## src/rtl/tut4_verilog_sort_pkg.sv

```systemverilog
// Shared sizing constants for the four-element pipelined sorter.
package tut4_verilog_sort_pkg;

   // Registered layers in the sorting network.
   localparam int SORT_NSTAGES = 3;

   // Elements carried by one transaction.
   localparam int SORT_NELEMS  = 4;

endpackage

```

## src/rtl/tut4_verilog_sort_MinMaxUnit.sv

```systemverilog
// Unsigned two-input min/max: the only compute primitive of the sorter.
module tut4_verilog_sort_MinMaxUnit #(
   parameter int p_nbits = 8
) (
   input  logic [p_nbits-1:0] in0,
   input  logic [p_nbits-1:0] in1,
   output logic [p_nbits-1:0] out_min,
   output logic [p_nbits-1:0] out_max
);

   // Swap only when in0 is strictly larger; on a tie both outputs are equal anyway.
   always_comb begin
      out_min = in0;
      out_max = in1;
      if (in0 > in1) begin
         out_min = in1;
         out_max = in0;
      end
   end

endmodule

```

## src/rtl/tut4_verilog_sort_PipeReg.sv

```systemverilog
// Enable-plus-reset register used for both data and valid bits of each stage.
module tut4_verilog_sort_PipeReg #(
   parameter int p_nbits = 8
) (
   input  logic               clk,
   input  logic               reset,
   input  logic               en,
   input  logic [p_nbits-1:0] d,
   output logic [p_nbits-1:0] q
);

   logic [p_nbits-1:0] q_q;
   logic [p_nbits-1:0] q_d;

   // Next value: load d when enabled, otherwise hold.
   always_comb begin
      q_d = q_q;
      if (en) q_d = d;
   end

   // State register with synchronous clear to zero.
   always_ff @(posedge clk) begin
      if (reset) q_q <= '0;
      else       q_q <= q_d;
   end

   assign q = q_q;

endmodule

```

## src/rtl/tut4_verilog_sort_valrdy_sorter.sv

```systemverilog
// Three-stage pipelined four-element sorter with val/rdy on both sides.
//
// Network: layer 1 sorts pairs (in0,in1) and (in2,in3); layer 2 merges the
// mins and the maxes, fixing the global min (e) and max (h); layer 3 orders
// the two middle values. Each layer result is registered in its own stage.
//
// Integration note: in_rdy is a combinational function of out_rdy through
// the rdy chain (rdy3 -> rdy2 -> rdy1). This lets an empty stage absorb data
// while downstream is stalled and gives full throughput, at the cost of a
// comb path from out_rdy to in_rdy that the integrator must close timing on
// and must not loop back combinationally.
//
// During the reset cycle out_val/out0..out3 are forced to 0 and in_rdy to 1,
// so no stale result is ever offered and the upstream sees the post-reset
// interface immediately.
module tut4_verilog_sort_valrdy_sorter
   import tut4_verilog_sort_pkg::*;
#(
   parameter int p_nbits = 8
) (
   input  logic               clk,
   input  logic               reset,

   input  logic               in_val,
   output logic               in_rdy,
   input  logic [p_nbits-1:0] in0,
   input  logic [p_nbits-1:0] in1,
   input  logic [p_nbits-1:0] in2,
   input  logic [p_nbits-1:0] in3,

   output logic               out_val,
   input  logic               out_rdy,
   output logic [p_nbits-1:0] out0,
   output logic [p_nbits-1:0] out1,
   output logic [p_nbits-1:0] out2,
   output logic [p_nbits-1:0] out3
);

   localparam int DW = SORT_NELEMS * p_nbits;

   // vld_pipe[0] is the upstream valid; vld_pipe[k] is the valid of stage k.
   logic [SORT_NSTAGES:0]   vld_pipe;
   logic [SORT_NSTAGES:1]   stg_rdy;
   logic [SORT_NSTAGES:1]   dat_en;
   logic                    rdy1, rdy2, rdy3;

   // Per-layer network values and stage registers, element 0 first.
   logic [SORT_NELEMS-1:0][p_nbits-1:0] l1, s1;
   logic [SORT_NELEMS-1:0][p_nbits-1:0] l2, s2;
   logic [SORT_NELEMS-1:0][p_nbits-1:0] l3, s3;

   assign vld_pipe[0] = in_val;

   // Ready chain from the output back to the input, plus per-stage data loads.
   always_comb begin
      rdy3    = !vld_pipe[3] | out_rdy;
      rdy2    = !vld_pipe[2] | rdy3;
      rdy1    = !vld_pipe[1] | rdy2;
      stg_rdy = {rdy3, rdy2, rdy1};
      dat_en  = stg_rdy & vld_pipe[SORT_NSTAGES-1:0];
   end

   // Valid bits: a stage that can load takes the upstream valid, else holds.
   for (genvar k = 1; k <= SORT_NSTAGES; k++) begin : g_vld
      tut4_verilog_sort_PipeReg #(.p_nbits(1)) u_vld (
         .clk   (clk),
         .reset (reset),
         .en    (stg_rdy[k]),
         .d     (vld_pipe[k-1]),
         .q     (vld_pipe[k])
      );
   end

   // Layer 1: (a,b) = minmax(in0,in1), (c,d) = minmax(in2,in3).
   tut4_verilog_sort_MinMaxUnit #(.p_nbits(p_nbits)) u_mm_l1_0 (
      .in0 (in0), .in1 (in1), .out_min (l1[0]), .out_max (l1[1])
   );
   tut4_verilog_sort_MinMaxUnit #(.p_nbits(p_nbits)) u_mm_l1_1 (
      .in0 (in2), .in1 (in3), .out_min (l1[2]), .out_max (l1[3])
   );

   tut4_verilog_sort_PipeReg #(.p_nbits(DW)) u_s1 (
      .clk (clk), .reset (reset), .en (dat_en[1]), .d (l1), .q (s1)
   );

   // Layer 2: (e,f) = minmax(a,c), (g,h) = minmax(b,d).
   tut4_verilog_sort_MinMaxUnit #(.p_nbits(p_nbits)) u_mm_l2_0 (
      .in0 (s1[0]), .in1 (s1[2]), .out_min (l2[0]), .out_max (l2[1])
   );
   tut4_verilog_sort_MinMaxUnit #(.p_nbits(p_nbits)) u_mm_l2_1 (
      .in0 (s1[1]), .in1 (s1[3]), .out_min (l2[2]), .out_max (l2[3])
   );

   tut4_verilog_sort_PipeReg #(.p_nbits(DW)) u_s2 (
      .clk (clk), .reset (reset), .en (dat_en[2]), .d (l2), .q (s2)
   );

   // Layer 3: (i,j) = minmax(f,g); e and h pass straight through.
   assign l3[0] = s2[0];
   assign l3[3] = s2[3];
   tut4_verilog_sort_MinMaxUnit #(.p_nbits(p_nbits)) u_mm_l3_0 (
      .in0 (s2[1]), .in1 (s2[2]), .out_min (l3[1]), .out_max (l3[2])
   );

   tut4_verilog_sort_PipeReg #(.p_nbits(DW)) u_s3 (
      .clk (clk), .reset (reset), .en (dat_en[3]), .d (l3), .q (s3)
   );

   // Output drive, masked while reset is asserted.
   always_comb begin
      in_rdy  = rdy1 | reset;
      out_val = vld_pipe[3] & !reset;
      out0    = reset ? '0 : s3[0];
      out1    = reset ? '0 : s3[1];
      out2    = reset ? '0 : s3[2];
      out3    = reset ? '0 : s3[3];
   end

endmodule

```

## config.mk

```make
export PLATFORM = sky130hd
export DESIGN_NAME = tut4_verilog_sort_valrdy_sorter
export DESIGN_NICKNAME = d
export VERILOG_FILES = /design/src/rtl/tut4_verilog_sort_pkg.sv /design/src/rtl/tut4_verilog_sort_MinMaxUnit.sv /design/src/rtl/tut4_verilog_sort_PipeReg.sv /design/src/rtl/tut4_verilog_sort_valrdy_sorter.sv
export SDC_FILE = /design/constraint.sdc
export NUM_CORES = 1
export LEC_CHECK = 0
export BUFFER_PORTS_ARGS = -buffer_cell sky130_fd_sc_hd__buf_2
export CELL_PAD_IN_SITES_DETAIL_PLACEMENT = 0
export CELL_PAD_IN_SITES_GLOBAL_PLACEMENT = 1
export CORE_MARGIN = 4
export CORE_UTILIZATION = 44
export CTS_CLUSTER_DIAMETER = 120
export DETAILED_ROUTE_END_ITERATION = 6
export PLACE_DENSITY = 0.88
export SETUP_SLACK_MARGIN = 0.5
export SYNTH_ARGS = -nofsm -noshare
export SYNTH_HDL_FRONTEND = slang
export SYNTH_SLANG_ARGS = --single-unit
export TNS_END_PERCENT = 30
```

## constraint.sdc

```tcl
create_clock -name clk -period 2.5 [get_ports clk]
set_input_delay 0.125 -clock clk [delete_from_list [all_inputs] [get_ports clk]]
set_output_delay 0.125 -clock clk [all_outputs]
set_load 0.1 [all_outputs]
```

==> results of run 1 <==
[critical path: stages, from the launching register on]
cell,delay (ns)
dfxtp_4,0.37
ha_4,0.24
nor2b_1,0.13
o211ai_1,0.45
a21o_2,0.33
nand3_2,0.10
a311oi_2,0.27
[layer usage]
layer,wire [um],part of all wire [%],vias up
met4,425,2.3,0
li1,-,-,3105
met3,1381,7.3,38
met5,0,0,-
met1,8311,44,3052
met2,8704,46,319
[synth_stat cells, types with 16 or more instances]
library cell / instances / area, um2
nor2_1: 103 / 386.6
nand3_1: 97 / 485.5
a311oi_1: 66 / 578.1
inv_1: 57 / 214.0
o21ai_0: 51 / 255.2
dfxtp_1: 99 / 1982
a221oi_1: 16 / 140.1
a211oi_1: 16 / 120.1
clkbuf_1: 26 / 97.59
o21ai_1: 16 / 80.08
buf_2: 19 / 95.09
ha_1: 40 / 500.5
a21oi_1: 31 / 155.2
nor2b_1: 24 / 150.1
[final cells by class]
type                            count  area (um2)
Timing Repair Buffer              127       870.8
Clock buffer                       10       239.0
Clock inverter                      6       47.55
Sequential cell                    99        2017
Multi-Input combinational cell    573        4093
Tap cell                          180       225.2
Inverter                           57       214.0
Fill cell                        1282        6336
[state kept, by name, indices dropped and copies added (netlist names)]
register       count
u_s1.q            32
u_s3.q            32
g_vld.u_vld.q      3
u_s2.q            32
[power groups by stage]
stage	logic (mW)	registers [mW]	clock network (mW)
after floorplan	1.05	1.80	0
after global placement	1.30	1.83	0
after detailed placement	1.34	1.84	0
after CTS	1.37	1.80	1.38
after global routing	1.75	1.83	1.44
final	1.62	1.82	1.35
[timing repair]
item,4_1_cts,5_1_grt
resized for setup,8,58
endpoints found under the hold margin,0,0
buffers inserted,2,16
gates cloned,0,4
setup endpoints to repair,45,49
pin swaps,2,21
[logic make-up after synthesis]
group | after synthesis | synth area share [%]
DFF | 99 | 31.05
and+or+nand+nor | 268 | 21.60
buffers and inverters | 123 | 9.214
adders and majority gates | 40 | 7.842
AOI/OAI and AO/OA | 262 | 30.29
[worst max path at each step]
stage	endpoint	startpoint	slack (ns)
2_1_floorplan	out0[4]	reset	0.44
3_3_place_gp	u_s2.q[24]$_SDFFE_PP0P_	u_s1.q[26]$_SDFFE_PP0P_	0.34
3_5_place_dp	u_s2.q[24]$_SDFFE_PP0P_	u_s1.q[27]$_SDFFE_PP0P_	0.30
4_1_cts	u_s3.q[22]$_SDFFE_PP0P_	u_s2.q[9]$_SDFFE_PP0P_	0.40
5_1_grt	u_s2.q[24]$_SDFFE_PP0P_	u_s1.q[15]$_SDFFE_PP0P_	0.43
6_report	u_s3.q[15]$_SDFFE_PP0P_	u_s2.q[9]$_SDFFE_PP0P_	0.52
==> run_results.csv, run 1 <==
group,metric,value,unit
worst_setup_path,worst-endpoint-required,2.76,ns
clock_network,numCtsBuffers,9,
min_path,hold_end,"g_vld[1].u_vld.q$_SDFFE_PP0P_",
clock_network,ctsLongestPathBuffers,2,
pwr,switching_share,36.85,%
detailed_routing,detail_route.iter0.violations,879,
worst_setup_path,setup.worst_path.end_class,"flop",
detailed_routing,routed_wirelength,18820,um
pwr,power_frac_comb,33.8,%
grt,initial_antenna_violation_count,0,
cells_and_area,nNetsFinal,943,
pwr,clkPwrFrac,28.2,%
grt,globalRouteMet1Util,30.14,%
grt,grt_start_max_net_pins,76,
place,place.detailed.hpwl,13080,um
min_path,worstHoldStart,"in_val",
logic_synthesis,postSynth.asyncResetShare,0,%
pwr,peakVddDrop,356.0,uV
worst_setup_path,start_kind,"flop",
floorplanning,top_level_ports,70,
sta,number_of_slew_limit_violations_in_the_final_report,0,
floorplanning,dieWidth,128.4,um
detailed_routing,drt_pass1_iterations,5,
clock_network,cts.reportedPaths.clkPinSlew,0.07,ns
pwr,leakage,3.001,nW
min_path,class_of_the_most_critical_hold_timing_path,"primary input to flop",
place,dpl-instance-area,0.006899,mm2
cells_and_area,layout_commonest_cell,"nor2_1",
logic_synthesis,post_synth_inst_count,792,
clock_network,tritoncts_clock_tree,"yes",
clock_network,h-tree-depth,3,
floorplanning,initial_standard_cell_utilization_of_the_core,45.45,%
sta,timing.setup.tns,0,ns
grt,grt_most_used_layer,"met2",
cells_and_area,post_route_cell_area,0.007706,mm2
pwr,power.density_cell_area,620.8,mW/mm2
place,port_buffers,69,
sta,final-hold-violation-count,0,
pwr,p_switching,1.763,mW
sta,max_slew.worst_pin.slew,0.6623,ns
cells_and_area,most_used_cells_in_the_layout_excluding_fill_and_tap_cells,"nor2_1, nand3_1, dfxtp_1",
cells_and_area,final_core_utilization,54.88,%
cells_and_area,final_layout_size_suffix_gt1_share,26.95,%
pwr,p_int,3.021,mW
grt,wire_length_of_the_first_global_routing_pass,29060,um
sta,skew,0.01049,ns
sta,final_worst_slack,0.5162,ns
logic_synthesis,post_synthesis_sequential_area_ratio,31.05,%
floorplanning,fp.dieH,128.4,um
worst_setup_path,crit-reg2reg-capture,"u_s3.q[15]$_SDFFE_PP0P_",
sta,maxClockFrequency,504.1,MHz
cells_and_area,diodes,0,
grt,met2_track_usage_gr,33.86,%
place,pre_cts_slack,0.2968,ns
logic_synthesis,dominantRegCellSynth,"dfxtp_1",
sta,layout_min_cycle_time,1.984,ns
logic_synthesis,ys_ff_latch,99,
floorplanning,placement_rows,43,
run,maxCapViolCount,0,
detailed_routing,vias,6514,
floorplanning,area_of_the_die,0.01650,mm2
detailed_routing,vias_per_cell,6.192,
pwr,total_power,4.784,mW
worst_setup_path,slack_of_the_worst_reg_to_reg_path,0.52,ns
logic_synthesis,synth.lib_cells_used.distinct,44,
logic_synthesis,synth_enable_flop_cells,0,
detailed_routing,ant_nets,0,
grt,grt_util_met3,2.657,%
run_status,outcome,"complete, no violations",
detailed_routing,detail_route.drc_violations,0,
worst_setup_path,timing.setup.critical_path_class,"flop to flop",
min_path,timing.hold.worst_path_depth,3,
grt,grt_use_total,21.40,%
grt,grt_overflow_total,0,
detailed_routing,wl_per_cell,17.89,um
sta,setup_viol_count_final,0,
sta,timing.slew.headroom,55.84,%
worst_setup_path,crit_arrival,2.25,ns
sta,worst_hold_slack,0.06149,ns
clock_network,cts.root.buffer_cell,"clkbuf_16",
worst_setup_path,depth_of_the_most_critical_reg_to_reg_path,6,
cells_and_area,area_growth_syn_to_layout,20.74,%
pwr,power.sequential.fraction,37.9,%
logic_synthesis,ys.warnings.count,0,
logic_synthesis,avgSynthCellArea,8.059,um2
logic_synthesis,syn_area,0.006382,mm2
clock_network,ctsHoldBuffers,0,
cells_and_area,stdcell_count,1052,
floorplanning,core-area,0.01404,mm2
sta,layout_worst_path_cycle_share,79.35,%
worst_setup_path,worstReg2RegStart,"u_s2.q[9]$_SDFFE_PP0P_",
logic_synthesis,synth_nets,868,
grt,first_global_vias,5760,
sta,rsz0062_at_grt,"yes",
place,placed_cells,1014,
worst_setup_path,path_max_fanout,8,
clock_network,clk-insertion-delay-late,0.35,ns
place,routabilityCongestion,0.8872,
clock_network,clkSinkCount,99,
Note: power is estimated with default switching activity, not from simulation.
==> run 2, diff against run 1 <==
ABC_AREA = 1   (was default)
CORE_UTILIZATION = 38   (was 44)
PLACE_DENSITY = 0.85   (was 0.88)
clock period = 1.8 ns   (was 2.5 ns; I/O delays follow)
==> run 2 against run 1 <==
  * First-iteration DRC count fell by 62%
  * Sequential power grew 35%
  * Global-route usage fell by 3.1 points
  * Non-clock buffer count rose by 13
  * Sequential cell count unchanged
  * Area after synthesis fell by 3.9%
  * Critical path type unchanged
  * Critical endpoint is now u_s2.q[15]$_SDFFE_PP0P_
  * Largest cell class unchanged
  * Largest power group is now combinational cells
==> run_results.csv, run 2 <==
group,metric,value,unit
logic_synthesis,avgSynthCellArea,6.496,um2
cells_and_area,final.fill_count,1499,
place,place.detailed.hpwl,11810,um
run,maxCapViolCount,0,
sta,final-hold-violation-count,0,
cells_and_area,storage_element_area,0.002011,mm2
sta,layout_worst_path_cycle_share,93.02,%
cells_and_area,final_core_utilization,55.12,%
run_status,outcome,"complete, no violations",
pwr,peakVddDrop,563.7,uV
detailed_routing,ant_nets,0,
worst_setup_path,start_kind,"flop",
logic_synthesis,postSynth.asyncResetShare,0,%
clock_network,ctsLongestPathBuffers,2,
cells_and_area,diodes,0,
detailed_routing,routed_wirelength,17340,um
sta,timing.setup.tns,0,ns
worst_setup_path,setup.worst_path.end_class,"flop",
pwr,switching_share,37.88,%
logic_synthesis,ys.warnings.count,0,
pwr,leakage,4.268,nW
logic_synthesis,synth_enable_flop_cells,0,
pwr,p_switching,2.688,mW
clock_network,clkSinkCount,99,
logic_synthesis,post_synthesis_cell_type_with_the_largest_combined_area,"dfxtp_1",
cells_and_area,stdcell_count,1276,
clock_network,h-tree-depth,3,
grt,wire_length_of_the_first_global_routing_pass,27120,um
cells_and_area,nNetsFinal,1135,
cells_and_area,layout_commonest_cell,"nand2_1",
pwr,p_int,4.408,mW
worst_setup_path,crit_arrival,1.92,ns
worst_setup_path,path_max_fanout,8,
cells_and_area,most_used_cells_in_the_layout_excluding_fill_and_tap_cells,"nand2_1, inv_1, nand3_1",
clock_network,cts.root.buffer_cell,"clkbuf_16",
pwr,power.density_cell_area,813.3,mW/mm2
floorplanning,initial_standard_cell_utilization_of_the_core,38.74,%
logic_synthesis,synth.most_common_cell,"nand2_1",
detailed_routing,vias_per_cell,4.748,
floorplanning,core-area,0.01583,mm2
grt,grt_overflow_total,0,
logic_synthesis,share_of_the_synthesized_area_in_the_top_cell_type,32.32,%
logic_synthesis,dominantRegCellSynth,"dfxtp_1",
pwr,power_frac_comb,40.6,%
sta,timing.slew.headroom,64.49,%
sta,number_of_slew_limit_violations_in_the_final_report,0,
sta,layout_min_cycle_time,1.674,ns
grt,grt_use_total,18.34,%
place,placed_cells,1234,
sta,skew,0.008169,ns
logic_synthesis,synth_nets,1020,
sta,worst_hold_slack,0.06622,ns
cells_and_area,multi_input_area,0.004551,mm2
pwr,clkPwrFrac,24.8,%
min_path,class_of_the_most_critical_hold_timing_path,"primary input to flop",
logic_synthesis,ys_top_cells_by_area,"dfxtp_1, nand2_1, nand3_1",
floorplanning,top_level_ports,70,
cells_and_area,final_layout_size_suffix_gt1_share,39.72,%
clock_network,clk-insertion-delay-late,0.35,ns
clock_network,numCtsBuffers,9,
detailed_routing,vias,6059,
grt,grt_util_met3,3.241,%
place,routabilityCongestion,0.8216,
place,port_buffers,69,
floorplanning,fp.dieH,135.0,um
worst_setup_path,timing.setup.critical_path_class,"flop to flop",
grt,grt_most_used_layer,"met2",
sta,max_slew.worst_pin.slew,0.5314,ns
cells_and_area,area_growth_syn_to_layout,42.28,%
detailed_routing,detail_route.iter0.violations,336,
logic_synthesis,ys_ff_latch,99,
grt,initial_antenna_violation_count,0,
logic_synthesis,synth.lib_cells_used.distinct,23,
detailed_routing,detail_route.drc_violations,0,
detailed_routing,drt_pass1_iterations,5,
floorplanning,dieWidth,135.0,um
clock_network,cts.reportedPaths.clkPinSlew,0.06,ns
grt,met2_track_usage_gr,28.15,%
detailed_routing,wl_per_cell,13.59,um
sta,setup_viol_count_final,0,
logic_synthesis,syn_area,0.006132,mm2
sta,rsz0062_at_grt,"yes",
grt,grt_start_max_net_pins,68,
logic_synthesis,post_synth_inst_count,944,
logic_synthesis,synthTopCellsByCount,"nand2_1, inv_1, nand3_1",
sta,maxClockFrequency,597.2,MHz
floorplanning,area_of_the_die,0.01823,mm2
worst_setup_path,worst-endpoint-required,2.05,ns
clock_network,tritoncts_clock_tree,"yes",
grt,globalRouteMet1Util,25.73,%
logic_synthesis,post_synthesis_sequential_area_ratio,32.32,%
pwr,power.sequential.fraction,34.6,%
grt,first_global_vias,5448,
floorplanning,placement_rows,46,
-- run 2: cell types whose count changed in the layout (fill, tap and decap cells not counted), moves of 33 or more --
cell | previous run | this run
nor2_1 | 102 | 67
a311oi_1 | 62 | 0
nand2_2 | 0 | 33
nand2_1 | 7 | 168
inv_1 | 55 | 139
o21ai_0 | 51 | 16
nand3_2 | 1 | 67
-- run 2: metrics by stage --
stage               setup slack (ns)  instance area [um2]  total power, mW
finish                        0.1257                 8725            7.096
global route                0.004033                 8725            7.469
CTS                           0.1959                 8230            6.739
detailed placement           0.06815                 7368            4.529
global placement             0.09181                 7368            4.502
floorplan                     0.2621                 6600            4.065
-- run 2: worst max-delay path, cell delays in order, from the launching register on --
cell     delay, ns
dfxtp_1       0.40
ha_4          0.24
a21o_1        0.18
nor2_4        0.17
nand2_8       0.11
buf_12        0.17
nand3_2       0.06
nand3_2       0.11
nand2_1       0.11
inv_1         0.04
-- run 2: layout make-up --
class,count,share of cell area (%)
Timing Repair Buffer,140,11.47
Tap cell,216,3.098
Clock buffer,12,2.940
Sequential cell,99,23.05
Multi-Input combinational cell,641,52.16
Inverter,168,7.285
-- run 2: repair_timing --
action                     4_1_cts  5_1_grt
hold buffers                     0        0
gates resized for setup         88       96
setup buffers                   16        5
cloned                           8        1
pin swaps                       49       77
setup endpoints to repair      123      131
-- run 2: path summary, 6_finish.rpt --
check,start,to,slack [ns],depth (start not counted)
worst max register to register,u_s1.q[7]$_SDFFE_PP0P_,u_s2.q[15]$_SDFFE_PP0P_,0.13,9
worst min-delay path,in3[4],u_s1.q[28]$_SDFFE_PP0P_,0.07,5
worst max-delay path,u_s1.q[7]$_SDFFE_PP0P_,u_s2.q[15]$_SDFFE_PP0P_,0.13,9
worst min register to register,u_s3.q[5]$_SDFFE_PP0P_,u_s3.q[5]$_SDFFE_PP0P_,0.47,2
-- run 2: kinds of logic (layout without fill, tap and decap cells) --
group	after synthesis	in the layout	share of synthesized area, %
and+or+nand+nor	509	518	37.95
buffers and inverters	213	320	14.55
DFF	99	99	32.32
AOI/OAI and AO/OA	83	83	7.019
adders and majority gates	40	40	8.162
-- run 2: power by group through the flow --
stage | sequential, mW | clock [mW] | combinational, mW
3_3_place_gp | 2.50 | 0 | 2.01
4_1_cts | 2.45 | 1.80 | 2.49
5_1_grt | 2.47 | 1.86 | 3.14
2_1_floorplan | 2.49 | 0 | 1.57
3_5_place_dp | 2.50 | 0 | 2.03
6_report | 2.46 | 1.76 | 2.88
-- run 2: metal layers --
metal	part of all wire, %	wire (um)
met5	0	0
met4	2.1	365
met3	4.6	792
met2	46	8014
met1	47	8163
==> run 3, diff against run 2 <==
clock period = 1.4 ns   (was 1.8 ns; I/O delays follow)
==> run 3 against run 2 <==
  * Maximum frequency is 3.6% higher
  * Register-to-register slack worse by 0.34 ns
  * Sequential cell count stayed put
  * Routed wire length is 2.6% higher
  * Global-route usage is 0.81 points higher
  * Setup slack worse by 0.34 ns
  * First-iteration DRC count is 13% higher
  * The run now ends with negative setup slack left
  * Utilization is 6.7 points higher
  * Largest cell class unchanged
==> run_results.csv, run 3 (synthesis gave the netlist of run 2 again) <==
group,metric,value,unit
sta,rsz0062_at_grt,"yes",
worst_setup_path,crit_arrival,1.91,ns
min_path,class_of_the_most_critical_hold_timing_path,"primary input to flop",
floorplanning,initial_standard_cell_utilization_of_the_core,38.74,%
detailed_routing,vias,6274,
sta,skew,0.006808,ns
pwr,power.density_cell_area,960.5,mW/mm2
grt,grt_use_total,19.15,%
grt,first_global_vias,6097,
run_status,violations,"negative setup slack",
sta,layout_min_cycle_time,1.616,ns
clock_network,numCtsBuffers,9,
pwr,switching_share,37.25,%
sta,setup_viol_count_final,50,
pwr,total_power,9.395,mW
cells_and_area,stdcell_count,1334,
pwr,power.sequential.fraction,33.9,%
cells_and_area,layout_commonest_cell,"nand2_1",
cells_and_area,nNetsFinal,1191,
cells_and_area,diodes,0,
detailed_routing,detail_route.drc_violations,0,
grt,grt_start_max_net_pins,68,
sta,final_worst_slack,-0.2164,ns
worst_setup_path,slowest_stage_cell_crit_path,"dfxtp_2",
detailed_routing,wl_per_cell,13.33,um
worst_setup_path,path_max_fanout,8,
sta,number_of_slew_limit_violations_in_the_final_report,0,
floorplanning,dieWidth,135.0,um
floorplanning,area_of_the_die,0.01823,mm2
floorplanning,top_level_ports,70,
detailed_routing,detail_route.iter0.violations,381,
place,placed_cells,1301,
floorplanning,core-area,0.01583,mm2
detailed_routing,drt_pass1_iterations,5,
place,port_buffers,69,
worst_setup_path,critPathMaxStageDelay,0.32,ns
grt,grt_overflow_total,0,
clock_network,cts.root.buffer_cell,"clkbuf_16",
worst_setup_path,worst-endpoint-required,1.69,ns
detailed_routing,routed_wirelength,17790,um
run,maxCapViolCount,0,
clock_network,cts.reportedPaths.clkPinSlew,0.07,ns
clock_network,clk-insertion-delay-late,0.35,ns
cells_and_area,final_layout_size_suffix_gt1_share,47.94,%
worst_setup_path,start_kind,"flop",
grt,wire_length_of_the_first_global_routing_pass,28580,um
pwr,power_frac_comb,42.3,%
cells_and_area,area_growth_syn_to_layout,59.52,%
cells_and_area,final_core_utilization,61.80,%
pwr,p_int,5.896,mW
sta,final-hold-violation-count,0,
worst_setup_path,worst_path_most_repeated_cell,"nand2_8",
worst_setup_path,setup.worst_path.end_class,"flop",
clock_network,tritoncts_clock_tree,"yes",
sta,max_slew.worst_pin.slew,0.7110,ns
clock_network,ctsHoldBuffers,0,
floorplanning,fp.dieH,135.0,um
place,routabilityCongestion,0.8259,
sta,maxClockFrequency,618.7,MHz
worst_setup_path,critical_path.cell_chain,"inv_2, ha_4, inv_2, o21bai_1, nand2_1, nand2_2, nand2_8, nand2_8, nand2_8, nand2_2, nand3_2, nand2_1",
detailed_routing,ant_nets,0,
clock_network,clkSinkCount,99,
run_status,outcome,"complete, but fails checks",
cells_and_area,most_used_cells_in_the_layout_excluding_fill_and_tap_cells,"nand2_1, buf_4, inv_1",
pwr,leakage,4.654,nW
detailed_routing,vias_per_cell,4.703,
pwr,p_switching,3.500,mW
grt,initial_antenna_violation_count,0,
worst_setup_path,timing.setup.critical_path_class,"flop to flop",
clock_network,h-tree-depth,3,
clock_network,ctsLongestPathBuffers,2,
sta,layout_worst_path_cycle_share,115.5,%
floorplanning,placement_rows,46,
pwr,peakVddDrop,615.5,uV
pwr,clkPwrFrac,23.8,%
sta,timing.slew.headroom,52.60,%
place,place.detailed.hpwl,12350,um
## run 3: changes by cell type in the layout (fill, tap and decap cells not counted), moves of 24 or more
| cell | change |
|---|---|
| inv_1 | -31 |
| buf_12 | +39 |
| inv_2 | +32 |
| buf_2 | -33 |
| dfxtp_1 | -24 |
| buf_4 | +51 |
| dfxtp_2 | +24 |
## run 3: critical path: cells and delay by family (launching register included)
kind,cells,cell delay [ns]
buf+inv,2,0.08
fa+ha+maj,1,0.27
simple gates,8,0.76
flops,1,0.32
compound gates,1,0.13
## run 3: timing repair
| action | in CTS | in global routing |
|---|---|---|
| gates resized for setup | 226 | 85 |
| pin swaps | 121 | 86 |
| setup endpoints to repair | 132 | 132 |
| cloned | 6 | 2 |
| buffers inserted | 9 | 2 |
## run 3: final cells by class
class / count / area, um2
Clock buffer: 11 / 232.7
Clock inverter: 3 / 17.52
Fill cell: 1342 / 6046
Inverter: 168 / 633.1
Multi-Input combinational cell: 636 / 4492
Sequential cell: 99 / 2041
Tap cell: 216 / 270.3
Timing Repair Buffer: 201 / 2096
## run 3: per-layer routing
metal | global-route usage (%) | wire [um]
met4 | 7.111 | 367
met2 | 33.27 | 8844
met5 | 0 | 0
met3 | 2.235 | 611
met1 | 24.45 | 7964
## run 3: power groups by stage
stage,Combinational [mW],Sequential [mW],Clock (mW)
floorplan,2.07,3.20,0
global placement,2.84,3.21,0
detailed placement,2.89,3.22,0
CTS,3.53,3.17,2.26
global route,4.32,3.20,2.37
finish,3.98,3.18,2.24
## run 3: through the flow
stage | area [um2] | hold WS [ns] | setup TNS, ns | setup slack [ns]
4_1_cts | 9343 | 0.02144 | -7.265 | -0.1792
3_5_place_dp | 8172 | 0.3932 | -14.12 | -0.2972
5_1_grt | 9782 | 0.06612 | -14.54 | -0.3088
2_1_floorplan | 6719 | 0.2608 | -3.308 | -0.1379
3_3_place_gp | 8172 | 0.3886 | -11.95 | -0.2654
6_report | 9782 | 0.04509 | -8.743 | -0.2164
## run 3: worst paths after layout
kind | startpoint | to | slack, ns | cells after the start
hold reg to reg | u_s3.q[1]$_SDFFE_PP0P_ | u_s3.q[1]$_SDFFE_PP0P_ | 0.47 | 2
setup / recovery | u_s2.q[17]$_SDFFE_PP0P_ | u_s3.q[13]$_SDFFE_PP0P_ | -0.22 | 12
hold / removal | out_rdy | g_vld[3].u_vld.q$_SDFFE_PP0P_ | 0.05 | 4
setup reg to reg | u_s2.q[17]$_SDFFE_PP0P_ | u_s3.q[13]$_SDFFE_PP0P_ | -0.22 | 12
